<file path="config.mk">
export PLATFORM = sky130hd
export DESIGN_NAME = video_rx_meter
export DESIGN_NICKNAME = d
export VERILOG_FILES = /design/src/rtl/video_rx_meter.sv
export SDC_FILE = /design/constraint.sdc
export NUM_CORES = 1
export LEC_CHECK = 0
export CELL_PAD_IN_SITES_DETAIL_PLACEMENT = 1
export CELL_PAD_IN_SITES_GLOBAL_PLACEMENT = 1
export CORE_UTILIZATION = 45
export CTS_CLUSTER_DIAMETER = 40
export DETAILED_ROUTE_END_ITERATION = 10
export GPL_TIMING_DRIVEN = 0
export PLACE_DENSITY_LB_ADDON = 0.1
export SETUP_SLACK_MARGIN = 0.3
export SYNTH_ARGS = -nofsm -noshare
export SYNTH_HDL_FRONTEND = slang
export SYNTH_SLANG_ARGS = --single-unit
export TNS_END_PERCENT = 30
</file>
<file path="constraint.sdc">
create_clock -name clk -period 6.3 [get_ports clk]
set_clock_uncertainty 0.05 [all_clocks]
set_input_delay 1.575 -clock clk [delete_from_list [all_inputs] [get_ports clk]]
set_output_delay 1.575 -clock clk [all_outputs]
set_load 0.03 [all_outputs]
</file>
<file path="src/rtl/video_rx_meter.sv">
// Pixel-stream sink meter: measures active width, height and pixel checksum of
// each di/de/hs/vs frame, and keeps sticky protocol/geometry error flags.
module video_rx_meter #(
  parameter int unsigned DATA_WIDTH = 8,
  parameter int unsigned CNT_WIDTH  = 16,
  parameter int unsigned SUM_WIDTH  = 32
) (
  input  logic                  clk,
  input  logic                  rst,
  input  logic [DATA_WIDTH-1:0] di_i,
  input  logic                  de_i,
  input  logic                  hs_i,
  input  logic                  vs_i,
  input  logic                  err_clr_i,
  output logic [CNT_WIDTH-1:0]  width_o,
  output logic [CNT_WIDTH-1:0]  height_o,
  output logic [SUM_WIDTH-1:0]  sum_o,
  output logic [15:0]           frame_cnt_o,
  output logic                  frame_done_o,
  output logic [2:0]            err_o
);

  typedef enum logic [1:0] {SYNC, VBLANK, HBLANK, LINE} state_t;

  localparam logic [CNT_WIDTH-1:0] CNT_MAX = '1;
  localparam logic [CNT_WIDTH-1:0] CNT_ONE = CNT_WIDTH'(1);

  state_t                state;
  logic [CNT_WIDTH-1:0]  pix_cnt;
  logic [CNT_WIDTH-1:0]  line_cnt;
  logic [CNT_WIDTH-1:0]  first_w;
  logic                  first_done;
  logic [SUM_WIDTH-1:0]  sum;

  logic                  pix;
  logic [SUM_WIDTH-1:0]  pix_val;
  logic                  line_close;
  logic                  frame_close;
  logic [CNT_WIDTH-1:0]  line_cnt_c;
  logic [CNT_WIDTH-1:0]  first_w_c;
  logic                  first_done_c;
  logic                  len_err;
  logic                  line_sat;
  logic                  pix_sat;
  logic                  blank_de;
  logic [2:0]            err_set;

  assign pix     = de_i & ~hs_i & ~vs_i;
  assign pix_val = SUM_WIDTH'(di_i);

  // Line-close bookkeeping is computed here so a frame close in the same
  // cycle can load outputs that already include the final line.
  always_comb begin
    line_close   = (state == LINE) && (hs_i || vs_i) && (pix_cnt != '0);
    frame_close  = ((state == HBLANK) || (state == LINE)) && vs_i;
    line_cnt_c   = line_cnt;
    first_w_c    = first_w;
    first_done_c = first_done;
    len_err      = 1'b0;
    line_sat     = 1'b0;
    if (line_close) begin
      if (line_cnt == CNT_MAX) line_sat = 1'b1;
      else                     line_cnt_c = line_cnt + CNT_ONE;
      if (!first_done) begin
        first_w_c    = pix_cnt;
        first_done_c = 1'b1;
      end else if (pix_cnt != first_w) begin
        len_err = 1'b1;
      end
    end
    pix_sat  = ((state == LINE) && pix && (pix_cnt == CNT_MAX));
    blank_de = de_i && (hs_i || vs_i) && (state != SYNC);
    err_set  = {line_sat | pix_sat, blank_de, len_err};
  end

  always_ff @(posedge clk) begin
    if (rst) begin
      state        <= SYNC;
      pix_cnt      <= '0;
      line_cnt     <= '0;
      first_w      <= '0;
      first_done   <= 1'b0;
      sum          <= '0;
      width_o      <= '0;
      height_o     <= '0;
      sum_o        <= '0;
      frame_cnt_o  <= '0;
      frame_done_o <= 1'b0;
      err_o        <= '0;
    end else begin
      frame_done_o <= 1'b0;
      err_o        <= (err_clr_i ? 3'b000 : err_o) | err_set;

      case (state)
        SYNC: begin
          if (vs_i) state <= VBLANK;
        end

        // A line may start in the very cycle vs falls; its first pixel is kept.
        VBLANK: begin
          line_cnt   <= '0;
          first_w    <= '0;
          first_done <= 1'b0;
          sum        <= '0;
          pix_cnt    <= '0;
          if (!vs_i) begin
            if (hs_i) begin
              state <= HBLANK;
            end else begin
              state <= LINE;
              if (pix) begin
                pix_cnt <= CNT_ONE;
                sum     <= pix_val;
              end
            end
          end
        end

        HBLANK: begin
          pix_cnt <= '0;
          if (vs_i) begin
            state <= VBLANK;
          end else if (!hs_i) begin
            state <= LINE;
            if (pix) begin
              pix_cnt <= CNT_ONE;
              sum     <= sum + pix_val;
            end
          end
        end

        LINE: begin
          if (pix) begin
            sum <= sum + pix_val;
            if (pix_cnt != CNT_MAX) pix_cnt <= pix_cnt + CNT_ONE;
          end
          if (hs_i || vs_i) begin
            line_cnt   <= line_cnt_c;
            first_w    <= first_w_c;
            first_done <= first_done_c;
            pix_cnt    <= '0;
            state      <= vs_i ? VBLANK : HBLANK;
          end
        end

        default: state <= SYNC;
      endcase

      if (frame_close) begin
        width_o      <= first_w_c;
        height_o     <= line_cnt_c;
        sum_o        <= sum;
        frame_cnt_o  <= frame_cnt_o + 16'd1;
        frame_done_o <= 1'b1;
      end
    end
  end

endmodule
</file>
==> results of run 1 <==
-- cell families (layout without fill, tap and decap cells) --
family,Yosys count,after routing
compound gates,285,285
fa+ha+maj,13,13
buf+inv,94,220
xor+xnor,43,43
flops,167,167
mux,17,17
simple gates,355,355
-- cell usage after synthesis (4+ instances only) --
| master | instances |
|---|---|
| sky130_fd_sc_hd__a211oi_1 | 11 |
| sky130_fd_sc_hd__a21o_1 | 7 |
| sky130_fd_sc_hd__a21oi_1 | 105 |
| sky130_fd_sc_hd__a22o_1 | 16 |
| sky130_fd_sc_hd__a311oi_1 | 13 |
| sky130_fd_sc_hd__a31oi_1 | 20 |
| sky130_fd_sc_hd__and3_1 | 10 |
| sky130_fd_sc_hd__and4_1 | 9 |
| sky130_fd_sc_hd__buf_1 | 5 |
| sky130_fd_sc_hd__buf_2 | 22 |
| sky130_fd_sc_hd__buf_4 | 4 |
| sky130_fd_sc_hd__clkbuf_1 | 35 |
| sky130_fd_sc_hd__dfxtp_1 | 167 |
| sky130_fd_sc_hd__ha_1 | 12 |
| sky130_fd_sc_hd__inv_1 | 25 |
| sky130_fd_sc_hd__mux2i_1 | 16 |
| sky130_fd_sc_hd__nand2_1 | 120 |
| sky130_fd_sc_hd__nand2b_1 | 4 |
| sky130_fd_sc_hd__nand3_1 | 32 |
| sky130_fd_sc_hd__nand3b_1 | 5 |
| sky130_fd_sc_hd__nand4_1 | 19 |
| sky130_fd_sc_hd__nor2_1 | 56 |
| sky130_fd_sc_hd__nor2b_1 | 7 |
| sky130_fd_sc_hd__nor3_1 | 17 |
| sky130_fd_sc_hd__nor4_1 | 16 |
| sky130_fd_sc_hd__nor4_2 | 6 |
| sky130_fd_sc_hd__o21ai_0 | 52 |
| sky130_fd_sc_hd__o21ai_1 | 12 |
| sky130_fd_sc_hd__o31ai_1 | 13 |
| sky130_fd_sc_hd__o41ai_1 | 4 |
| sky130_fd_sc_hd__or3_1 | 18 |
| sky130_fd_sc_hd__or4_1 | 12 |
| sky130_fd_sc_hd__xnor2_1 | 20 |
| sky130_fd_sc_hd__xor2_1 | 23 |
-- through the flow --
step                total power [uW]  util [%]  std cells  hold WS, ns
finish                          2300      57.1       1325        0.407
detailed placement              1250      53.8       1295        0.401
floorplan                       1190         -        974        0.390
CTS                             2310      57.1       1325        0.409
global route                    2360      57.1       1325        0.425
global placement                1250      53.8       1295        0.393
-- report_power, final --
| part | internal, uW | switching (uW) | leakage [uW] |
|---|---|---|---|
| Combinational | 51.2 | 108 | 0.00174 |
| Sequential | 1070 | 7.38 | 0.00135 |
| Clock | 630 | 437 | 0.000280 |
| Total | 1750 | 552 | 0.00337 |
-- final cells by class --
cell class / instances / area (um^2) / area share [%]
tap: 225 / 282 / 2.81
multi-input combinational: 713 / 4430 / 44.2
clock inverter: 8 / 125 / 1.25
clock buffer: 22 / 454 / 4.54
inverter: 25 / 93.8 / 0.937
sequential: 167 / 3340 / 33.4
buffer: 69 / 324 / 3.24
timing repair buffer: 96 / 961 / 9.60
-- placed cells by master (no fill, tap or decap), types with 7 or more instances in the layout --
cell and instances:
sky130_fd_sc_hd__nor2b_1 7, sky130_fd_sc_hd__a22o_1 16, sky130_fd_sc_hd__clkbuf_16 17, sky130_fd_sc_hd__xor2_1 23
sky130_fd_sc_hd__a21o_1 7, sky130_fd_sc_hd__a21oi_1 105, sky130_fd_sc_hd__and3_1 10, sky130_fd_sc_hd__o21ai_0 52
sky130_fd_sc_hd__xnor2_1 20, sky130_fd_sc_hd__nand2_1 120, sky130_fd_sc_hd__nand4_1 19, sky130_fd_sc_hd__nand3_1 32
sky130_fd_sc_hd__a31oi_1 20, sky130_fd_sc_hd__nor4_1 16, sky130_fd_sc_hd__nor3_1 17, sky130_fd_sc_hd__or3_1 18
sky130_fd_sc_hd__a211oi_1 11, sky130_fd_sc_hd__and4_1 9, sky130_fd_sc_hd__buf_2 22, sky130_fd_sc_hd__clkbuf_1 39
sky130_fd_sc_hd__ha_1 12, sky130_fd_sc_hd__o31ai_1 13, sky130_fd_sc_hd__inv_1 25, sky130_fd_sc_hd__o21ai_1 12
sky130_fd_sc_hd__clkdlybuf4s50_1 96, sky130_fd_sc_hd__nor2_1 56, sky130_fd_sc_hd__a311oi_1 13, sky130_fd_sc_hd__dfxtp_1 167
sky130_fd_sc_hd__or4_1 12, sky130_fd_sc_hd__mux2i_1 16
-- critical path, delay by kind of cell --
family,cells,cell delay [ns]
compound gates,5,1.18
fa+ha+maj,2,0.67
buf+inv,3,0.93
-- registers in the layout (all words and copies together), names as in the netlist --
register,cells
width_o,16
first_w,16
line_cnt,16
frame_done_o,1
first_done,1
pix_cnt,16
sum_o,32
frame_cnt_o,16
err_o,3
sum,32
state,2
height_o,16
-- worst max-delay path by stage --
stage	slack, ns	endpoint
after global routing	2.10	sum[8]$_SDFFE_PP0P_
after CTS	2.26	sum[8]$_SDFFE_PP0P_
after detailed placement	1.82	sum[26]$_SDFFE_PP0P_
after global placement	1.83	sum[26]$_SDFFE_PP0P_
final	2.23	sum[8]$_SDFFE_PP0P_
after floorplan	2.68	sum[26]$_SDFFE_PP0P_
-- layer usage --
layer	track usage [%]	share of wire (%)	vias up
met3	5.33	4.0	36
li1	-	-	3791
met5	0	0	-
met4	9.46	1.6	0
met2	48.6	49	197
met1	36.2	45	3951
==> impl_summary.txt, run 1 <==
----------------------------------------------------
[Synthesis]
  Combinational family with the most area after synthesis ... simple AND/OR/NAND/NOR gates
  Top cell type by total area after synthesis ... sky130_fd_sc_hd__dfxtp_1
  Share of the synthesized area in the top cell type ... 40.8%
  Post-synthesis cell count ... 974
  Count of distinct cell types in the synthesized netlist ... 80
  Area share of xor/xnor cells in the synthesized design ... 4.60%
  Most used flip-flop cell after synthesis ... sky130_fd_sc_hd__dfxtp_1
  Adder-cell area share of the yosys netlist ... 2.08%
  Flip-flop and latch count after synthesis ... 167
  Ys async rst share ... 0%
  Multiplexer area fraction after synthesis ... 2.09%
  Net Count, Synth ... 1001
  Post-Synthesis Cell Area ... 0.00819 mm^2
  Share of the synthesized area in compound gates (AO/OA/AOI/OAI) ... 22.0%
  Most area-consuming cells after synthesis ... sky130_fd_sc_hd__dfxtp_1 41%, sky130_fd_sc_hd__a21oi_1 6.4%, sky130_fd_sc_hd__nand2_1 5.5%, sky130_fd_sc_hd__o21ai_0 3.2%, sky130_fd_sc_hd__nor2_1 2.6%
  Portion of the post-synthesis area used by sequential elements ... 40.8%
  Average footprint of a synthesized cell ... 8.41 um^2
  Number of synthesized flops with an enable pin ... 0
  Synthesized-area fraction occupied by and/or/nand/nor cells ... 23.3%
  Yosys Warn Count ... 0

[Timing]
  Shortest clock period the worst path allows after layout ... 4.07 ns
  Unrepaired setup endpoints after global routing ... no
  Worst-margin pin slew ... 0.948 ns
  Final setup TNS ... 0 ns
  Highest clock frequency the design can meet ... 246 MHz
  Final period utilization ... 64.6%
  Fin. max-slew vios ... 0
  Least setup slack across all paths after layout ... 2.23 ns
  Number of endpoints failing setup at the final stage ... 0
  Fin. Hold Viols ... 0
  Relative slew margins ... 36.7%

[Worst hold path]
  Min-Delay Endpoint ... sum_o[3]$_SDFFE_PP0P_
  Worst Hold Launch ... sum_o[3]$_SDFFE_PP0P_
  Worst hold stages ... 2
  Classification of the worst-slack hold path ... reg -> reg

[Finish]
  Nets@finish ... 1116
  Cell area after layout ... 0.0100 mm^2
  Diode insertion count for antenna repair ... 0
  Area delta synth->final ... 22.2%
  Share of layout cells above drive strength 1 ... 7.82%
  Filler cell count ... 2135

[Clocking]
  CTS hold repair buffers ... 0
  Post-CTS clock slew at the launch and capture registers of the worst setup and hold paths ... 0.06 ns
  Root buf cell ... sky130_fd_sc_hd__clkbuf_16
  CTS sink count ... 167
  Clock network latency to the later pin of the worst-skew pair ... 0.44 ns
  Post-CTS setup-driven buffer insertion count ... 0
  Largest buffer count on any clock path ... 2
  Clock tree from TritonCTS ... yes
  Htree depth ... 4
  Cells resized by post-CTS repair ... 0
  Total clock buffers created by CTS ... 17

[Global routing]
  Remaining Overflow, GRT ... 0
  Antenna violations before repair ... 0
  Total global routing track utilization ... 28.6%
  Global-route wire length before repair ... 41.6 mm
  Maximum number of pins on one net before global-route repair ... 17
  Number of global-route vias before repair ... 8086

[Floorplan]
  Die height ... 137 um
  Boundary pin count ... 98
  Initial core utilization ... 46.7%
  Core region area ... 0.0175 mm^2
  Die Footprint ... 0.0187 mm^2
  Site row count ... 48
  Width of the chip ... 137 um

[Worst setup path]
  Most numerous cell on the critical path ... sky130_fd_sc_hd__buf_2
  Required time at the endpoint of the critical path ... 6.61 ns
  Kind of launch point of the worst setup path ... primary input
  Slowest cell on the critical path ... sky130_fd_sc_hd__a221oi_1
  Slack of the worst reg-to-reg path ... 3.50 ns
  Number of cells on the worst reg-to-reg path ... 9
  Worst Path Max Fanout ... 10
  Endpoint kind of the worst setup timing path ... flop
  CP peak stage delay ... 0.48 ns
  Data arrival time of the worst path ... 4.38 ns
  Type of the worst setup path ... in -> reg
  Crit path from ... di_i[0]
  Sequence of cells on the critical path ... clkdlybuf4s50_1, ha_1, fa_1, a21o_1, a221oi_1, o21a_1, buf_2, buf_2, o21ai_0, a21oi_1
  Reg2Reg Capture Point ... sum[8]$_SDFFE_PP0P_
  Startpoint of the worst-slack reg-to-reg timing path ... sum[0]$_SDFFE_PP0P_

[Placed design]
  Dpl ws ... 1.82 ns
  DP HPWL ... 18.2 mm
  Number of port buffers ... 96
  Weighted congestion reported at the end of routability-driven placement ... 0.871
  Area post-placement ... 0.00943 mm^2

[Drt]
  Detail-routed via count per cell ... 6.02
  WL/cell ... 19.5 um
  Detailed-router iteration count before antenna repair ... 5
  Total wire length ... 25.8 mm
  Detailed-route via count ... 7975
  Drc violations ... 0
  Post-route ant nets ... 0
  DR iter-0 viols ... 398

[Power and ir drop]
  Total power divided by cell area ... 230 mW/mm^2
  VDD IR max ... 199 uV
  Static Leakage ... 0.00337 uW

[Job]
  Max_cap viols ... 0

[Status]
  Outcome ... complete, no violations

----------------------------------------------------
(Power assumes the default switching activity.)
==> run 2: changes to the inputs <==
- CORE_UTILIZATION: 45 -> 38
- clock period: 6.3 -> 3.3 ns (I/O delays scaled with it)
==> run 2 against run 1 <==
Net effect: first-iteration DRC count shrank 21%; via count decreased by 2.4%; power increased by 97%; wire length grew 1.1%; critical endpoint is now sum[27]$_SDFFE_PP0P_.
==> impl_summary.txt, run 2 (synthesis gave the netlist of run 1 again) <==
----------------------------------------------------
[Drt]
  Detailed-route via count ... 7785 (-2.4%)
  Detailed-router iteration count before antenna repair ... 5 (unchanged)
  Total wire length ... 26.1 mm (+1.1%)
  Post-route ant nets ... 0 (unchanged)
  WL/cell ... 18.9 um (-2.8%)
  DR iter-0 viols ... 314 (-21%)
  Drc violations ... 0 (unchanged)
  Detail-routed via count per cell ... 5.65 (-6.1%)

[Global routing]
  Total global routing track utilization ... 24.1% (-4.4 points)
  Remaining Overflow, GRT ... 0 (unchanged)
  Number of global-route vias before repair ... 7611 (-5.9%)
  Antenna violations before repair ... 0 (unchanged)
  Maximum number of pins on one net before global-route repair ... 17 (unchanged)
  Global-route wire length before repair ... 41.6 mm (about the same)

[Worst setup path]
  Slowest cell on the critical path ... sky130_fd_sc_hd__or3_1
  Kind of launch point of the worst setup path ... primary input
  Type of the worst setup path ... in -> reg
  Data arrival time of the worst path ... 3.24 ns (-1.14 ns)
  Sequence of cells on the critical path ... clkdlybuf4s50_1, ha_1, nand3_1, or3_1, and2_4, buf_2, or3_1, a21oi_1
  Startpoint of the worst-slack reg-to-reg timing path ... pix_cnt[0]$_SDFFE_PP0P_
  Endpoint kind of the worst setup timing path ... flop
  Required time at the endpoint of the critical path ... 3.61 ns (-3.00 ns)
  CP peak stage delay ... 0.46 ns (-0.02 ns)
  Family with the most delay on the worst path ... simple AND/OR/NAND/NOR gates
  Most numerous cell on the critical path ... sky130_fd_sc_hd__or3_1
  Worst Path Max Fanout ... 10 (unchanged)
  Worst Path Buf+Inv ... 2 (-1)
  Crit path from ... di_i[6]

[Finish]
  Most common cell after layout, fill and taps aside ... sky130_fd_sc_hd__dfxtp_1
  Leading cell types in the layout, fill and taps excluded ... 167 x sky130_fd_sc_hd__dfxtp_1, 120 x sky130_fd_sc_hd__nand2_1, 105 x sky130_fd_sc_hd__a21oi_1
  Cell area after layout ... 0.0102 mm^2 (+1.6%)
  Area delta synth->final ... 24.2%
  Filler cell count ... 2494 (+17%)
  Largest registers ... sum x32, sum_o x32
  Diode insertion count for antenna repair ... 0 (unchanged)
  Nets@finish ... 1117 (+0.090%)
  Share of layout cells above drive strength 1 ... 8.88% (+1.1 points)
  Final core area utilization ... 48.2% (-8.9 points)

[Floorplan]
  Boundary pin count ... 98 (unchanged)
  Site row count ... 53 (+10%)
  Width of the chip ... 149 um (+8.7%)
  Core region area ... 0.0211 mm^2 (+20%)
  Die Footprint ... 0.0221 mm^2 (+18%)
  Initial core utilization ... 38.8% (-7.9 points)
  Die height ... 149 um (+8.7%)

[Timing]
  Fin. Hold Viols ... 0 (unchanged)
  Relative slew margins ... 46.9% (+10 points)
  Unrepaired setup endpoints after global routing ... yes
  Least setup slack across all paths after layout ... 0.373 ns (-1.86 ns)
  Number of endpoints failing setup at the final stage ... 0 (unchanged)
  Fin. max-slew vios ... 0 (unchanged)
  Worst-margin pin slew ... 0.795 ns (-0.152 ns)
  Final period utilization ... 88.7%
  Fin Hold WS ... 0.408 ns (+0.00133 ns)
  Shortest clock period the worst path allows after layout ... 2.93 ns
  Highest clock frequency the design can meet ... 342 MHz

[Power and ir drop]
  Total power ... 4530 uW (+97%)
  Static Leakage ... 0.00340 uW (+1.0%)
  Combinational share of power ... 6.9% (about the same)
  Total power divided by cell area ... 446 mW/mm^2 (+94%)
  Fraction of power spent switching nets ... 25.0% (+0.95 points)
  Power spent charging and discharging nets ... 1130 uW (+100%)
  Clock share of power ... 47.9% (+1.5 points)
  Seq pwr share ... 45.2% (-1.5 points)
  VDD IR max ... 288 uV (+44%)
  Internal power consumption ... 3400 uW (+95%)

[Clocking]
  Total clock buffers created by CTS ... 17 (unchanged)
  Root buf cell ... sky130_fd_sc_hd__clkbuf_16
  CTS hold repair buffers ... 0 (unchanged)
  Clock network latency to the later pin of the worst-skew pair ... 0.43 ns (about the same)
  Clock tree from TritonCTS ... yes
  Post-CTS clock slew at the launch and capture registers of the worst setup and hold paths ... 0.07 ns (about the same)
  Htree depth ... 4 (unchanged)
  CTS sink count ... 167 (unchanged)
  Largest buffer count on any clock path ... 2 (unchanged)

[Job]
  Max_cap viols ... 0 (unchanged)

[Worst hold path]
  Classification of the worst-slack hold path ... reg -> reg
  Worst Hold Launch ... sum_o[1]$_SDFFE_PP0P_

[Placed design]
  Area post-placement ... 0.00950 mm^2 (+0.66%)
  DP HPWL ... 18.6 mm (+2.2%)
  Dpl ws ... -0.497 ns (-2.32 ns)
  Weighted congestion reported at the end of routability-driven placement ... 0.857 (-1.6%)
  Number of port buffers ... 96 (unchanged)

[Status]
  Outcome ... complete, no violations

----------------------------------------------------
-- run 2: repair_timing --
item	4_1_cts	5_1_grt
buffers inserted	0	1
setup endpoints to repair	22	44
cloned	0	0
hold endpoints to repair	0	0
resized for setup	5	7
pin swaps	0	2
-- run 2: path summary, 6_finish.rpt --
path                                                 to  slack [ns]  cells past startpoint
worst max-delay path               sum[27]$_SDFFE_PP0P_        0.37                      8
worst min register to register    sum_o[1]$_SDFFE_PP0P_        0.41                      2
worst min-delay path              sum_o[1]$_SDFFE_PP0P_        0.41                      2
worst max register to register  first_w[5]$_SDFFE_PP0P_        0.75                      9
-- run 2: cell type report --
class                      instances  area (um^2)  area share (%)
multi-input combinational        713         4450            43.8
sequential                       167         3340            32.9
timing repair buffer              97          968            9.52
clock buffer                      20          467            4.59
tap                              275          344            3.38
buffer                            69          339            3.33
clock inverter                    12          164            1.61
inverter                          25         93.8           0.923
-- run 2: stage by stage --
| stage | setup TNS, ns | instances |
|---|---|---|
| final | 0 | 1378 |
| after global placement | -8.62 | 1345 |
| after CTS | 0 | 1377 |
| after global routing | 0 | 1378 |
| after detailed placement | -8.40 | 1345 |
| after floorplan | 0 | 974 |
-- run 2: layer usage --
layer,global-route usage [%],wire length (um)
met5,0,0
met4,6.48,386
met3,4.22,814
met2,40.4,12500
met1,31.8,12400
-- run 2: worst min-delay path, stage by stage (launching register included) --
cell	delay [ns]
sky130_fd_sc_hd__dfxtp_1	0.31
sky130_fd_sc_hd__nand2_1	0.05
sky130_fd_sc_hd__a21oi_1	0.05
-- run 2: power by group through the flow --
stage | clock network [uW] | registers, uW | logic (uW)
detailed placement | 0 | 2100 | 304
floorplan | 0 | 2120 | 155
CTS | 2200 | 2050 | 311
finish | 2170 | 2050 | 312
global placement | 0 | 2090 | 302
global route | 2290 | 2050 | 339
==> run 3: changes to the inputs <==
- ABC_CLOCK_PERIOD_IN_PS: default -> 3300
- MAX_ROUTING_LAYER: default -> met4
==> run 3 against run 2 <==
Net effect: setup slack barely moved; global-route usage up 0.73 points; non-clock buffer count stayed put; flip-flop and latch count stayed put; clock power about the same; fmax about the same; via count hardly changed; die area did not move; combinational power about the same; count of clock-buffer cells in the layout unchanged; wire length down 0.15%; final cell count did not move; largest power group unchanged.
==> impl_summary.txt, run 3 (synthesis gave the netlist of run 1 again) <==
----------------------------------------------------
[Worst setup path]
  Endpoint kind of the worst setup timing path ... flop
  Type of the worst setup path ... in -> reg
  Crit path from ... di_i[6]
  Startpoint of the worst-slack reg-to-reg timing path ... pix_cnt[0]$_SDFFE_PP0P_
  Reg2Reg Capture Point ... first_w[5]$_SDFFE_PP0P_
  Capturing element of the worst setup path ... sum[27]$_SDFFE_PP0P_
  Slack of the worst reg-to-reg path ... 0.76 ns (about the same)
  Worst Path Max Fanout ... 10 (unchanged)
  Number of cells on the worst reg-to-reg path ... 9 (unchanged)
  Data arrival time of the worst path ... 3.23 ns (about the same)
  Required time at the endpoint of the critical path ... 3.60 ns (about the same)
  Kind of launch point of the worst setup path ... primary input

[Drt]
  Detailed-route via count ... 7782 (-0.039%)
  Post-route ant nets ... 0 (unchanged)
  Total wire length ... 26.0 mm (-0.15%)
  WL/cell ... 18.9 um (-0.15%)
  Detail-routed via count per cell ... 5.65 (about the same)
  Detailed-router iteration count before antenna repair ... 4 (-1)
  Drc violations ... 0 (unchanged)
  DR iter-0 viols ... 346 (+10%)

[Placed design]
  Area post-placement ... 0.00950 mm^2 (unchanged)
  Weighted congestion reported at the end of routability-driven placement ... 0.871 (+1.6%)
  Post-placement cell count ... 1345 (unchanged)
  Dpl ws ... -0.497 ns (unchanged)
  Number of port buffers ... 96 (unchanged)
  DP HPWL ... 18.6 mm (unchanged)

[Floorplan]
  Die Footprint ... 0.0221 mm^2 (unchanged)
  Initial core utilization ... 38.8% (unchanged)
  Core region area ... 0.0211 mm^2 (unchanged)
  Boundary pin count ... 98 (unchanged)
  Site row count ... 53 (unchanged)
  Die height ... 149 um (unchanged)
  Width of the chip ... 149 um (unchanged)

[Timing]
  Worst-margin pin slew ... 0.793 ns (-0.00205 ns)
  Final period utilization ... 88.7% (about the same)
  Highest clock frequency the design can meet ... 342 MHz (about the same)
  Relative slew margins ... 47.1% (+0.25 points)
  Number of endpoints failing setup at the final stage ... 0 (unchanged)
  Final setup TNS ... 0 ns (unchanged)
  Least setup slack across all paths after layout ... 0.373 ns (+0.000363 ns)
  Shortest clock period the worst path allows after layout ... 2.93 ns (-0.000363 ns)
  Unrepaired setup endpoints after global routing ... yes
  Fin. max-slew vios ... 0 (unchanged)
  Fin. Hold Viols ... 0 (unchanged)

[Global routing]
  Number of global-route vias before repair ... 7608 (-0.039%)
  Maximum number of pins on one net before global-route repair ... 17 (unchanged)
  Antenna violations before repair ... 0 (unchanged)
  Global-route wire length before repair ... 41.6 mm (about the same)
  Total global routing track utilization ... 24.8% (+0.73 points)
  Remaining Overflow, GRT ... 0 (unchanged)

[Power and ir drop]
  Total power ... 4540 uW (about the same)
  Total power divided by cell area ... 446 mW/mm^2 (about the same)
  Internal power consumption ... 3400 uW (about the same)
  VDD IR max ... 293 uV (+1.9%)
  Power spent charging and discharging nets ... 1130 uW (+0.22%)
  Clock share of power ... 48.0% (about the same)
  Static Leakage ... 0.00340 uW (unchanged)
  Fraction of power spent switching nets ... 25.0% (+0.039 points)
  Seq pwr share ... 45.2% (about the same)
  Combinational share of power ... 6.9% (about the same)

[Clocking]
  CTS hold repair buffers ... 0 (unchanged)
  Post-CTS clock slew at the launch and capture registers of the worst setup and hold paths ... 0.07 ns (about the same)
  Root buf cell ... sky130_fd_sc_hd__clkbuf_16
  Total clock buffers created by CTS ... 17 (unchanged)
  Clock tree from TritonCTS ... yes
  Htree depth ... 4 (unchanged)
  CTS sink count ... 167 (unchanged)
  Largest buffer count on any clock path ... 2 (unchanged)
  Clock network latency to the later pin of the worst-skew pair ... 0.43 ns (about the same)

[Finish]
  Final Instance Count excl. Fillers ... 1378 (unchanged)
  Cell area after layout ... 0.0102 mm^2 (unchanged)
  Diode insertion count for antenna repair ... 0 (unchanged)
  Most common cell after layout, fill and taps aside ... sky130_fd_sc_hd__dfxtp_1
  Largest registers ... sum x32, sum_o x32
  Leading cell types in the layout, fill and taps excluded ... 167 x sky130_fd_sc_hd__dfxtp_1, 120 x sky130_fd_sc_hd__nand2_1, 105 x sky130_fd_sc_hd__a21oi_1
  Area delta synth->final ... 24.2% (unchanged)
  Nets@finish ... 1117 (unchanged)
  Share of layout cells above drive strength 1 ... 8.88% (unchanged)

[Job]
  Max_cap viols ... 0 (unchanged)

[Worst hold path]
  Classification of the worst-slack hold path ... reg -> reg

[Status]
  Outcome ... complete, no violations

----------------------------------------------------
==> run 3: cell counts in the layout (fill, tap and decap cells not counted) <==
No cell type changed its count.
==> run 3: how the worst min path moves through the flow <==
stage	from	endpoint	slack, ns	cells after the start
final	sum_o[1]$_SDFFE_PP0P_	sum_o[1]$_SDFFE_PP0P_	0.41	2
after global routing	sum_o[28]$_SDFFE_PP0P_	sum_o[28]$_SDFFE_PP0P_	0.43	2
after CTS	sum_o[17]$_SDFFE_PP0P_	sum_o[17]$_SDFFE_PP0P_	0.41	2
after detailed placement	sum_o[17]$_SDFFE_PP0P_	sum_o[17]$_SDFFE_PP0P_	0.40	2
after global placement	err_o[1]$_SDFF_PP0_	err_o[1]$_SDFF_PP0_	0.39	2
after floorplan	sum[31]$_SDFFE_PP0P_	sum_o[31]$_SDFFE_PP0P_	0.39	2
==> run 3: worst max-delay path, cell delays in order <==
cell	delay, ns
sky130_fd_sc_hd__clkdlybuf4s50_1	0.45
sky130_fd_sc_hd__ha_1	0.42
sky130_fd_sc_hd__nand3_1	0.14
sky130_fd_sc_hd__or3_1	0.46
sky130_fd_sc_hd__and2_4	0.21
sky130_fd_sc_hd__buf_2	0.18
sky130_fd_sc_hd__or3_1	0.37
sky130_fd_sc_hd__a21oi_1	0.17
==> run 3: through the flow <==
stage	util, %	hold WS (ns)
2_1_floorplan	-	0.390
3_3_place_gp	45.0	0.390
3_5_place_dp	45.0	0.399
4_1_cts	48.1	0.409
5_1_grt	48.2	0.427
6_report	48.2	0.408
==> run 3: area by class of cell <==
type / count / area (um^2)
buffer: 69 / 339
sequential: 167 / 3340
clock inverter: 12 / 164
clock buffer: 20 / 467
tap: 275 / 344
timing repair buffer: 97 / 968
fill: 2494 / 10900
inverter: 25 / 93.8
multi-input combinational: 713 / 4450
==> run 3: power groups by stage <==
stage                     Combinational, uW  Sequential, uW  Clock [uW]
after floorplan                         155            2120           0
after global placement                  302            2090           0
after detailed placement                304            2100           0
after CTS                               311            2050        2200
after global routing                    340            2050        2290
final                                   311            2050        2170
==> run 3: timing repair <==
item / in CTS / in global routing
pin swaps: 0 / 2
setup buffers: 0 / 1
gates resized for setup: 5 / 7
endpoints found under the setup margin: 22 / 44
==> run 3: layer usage <==
| metal | share of wire, % | track usage (%) |
|---|---|---|
| met1 | 47 | 31.8 |
| met2 | 48 | 40.4 |
| met3 | 3.5 | 4.22 |
| met4 | 1.4 | 6.48 |
| met5 | 0 | - |
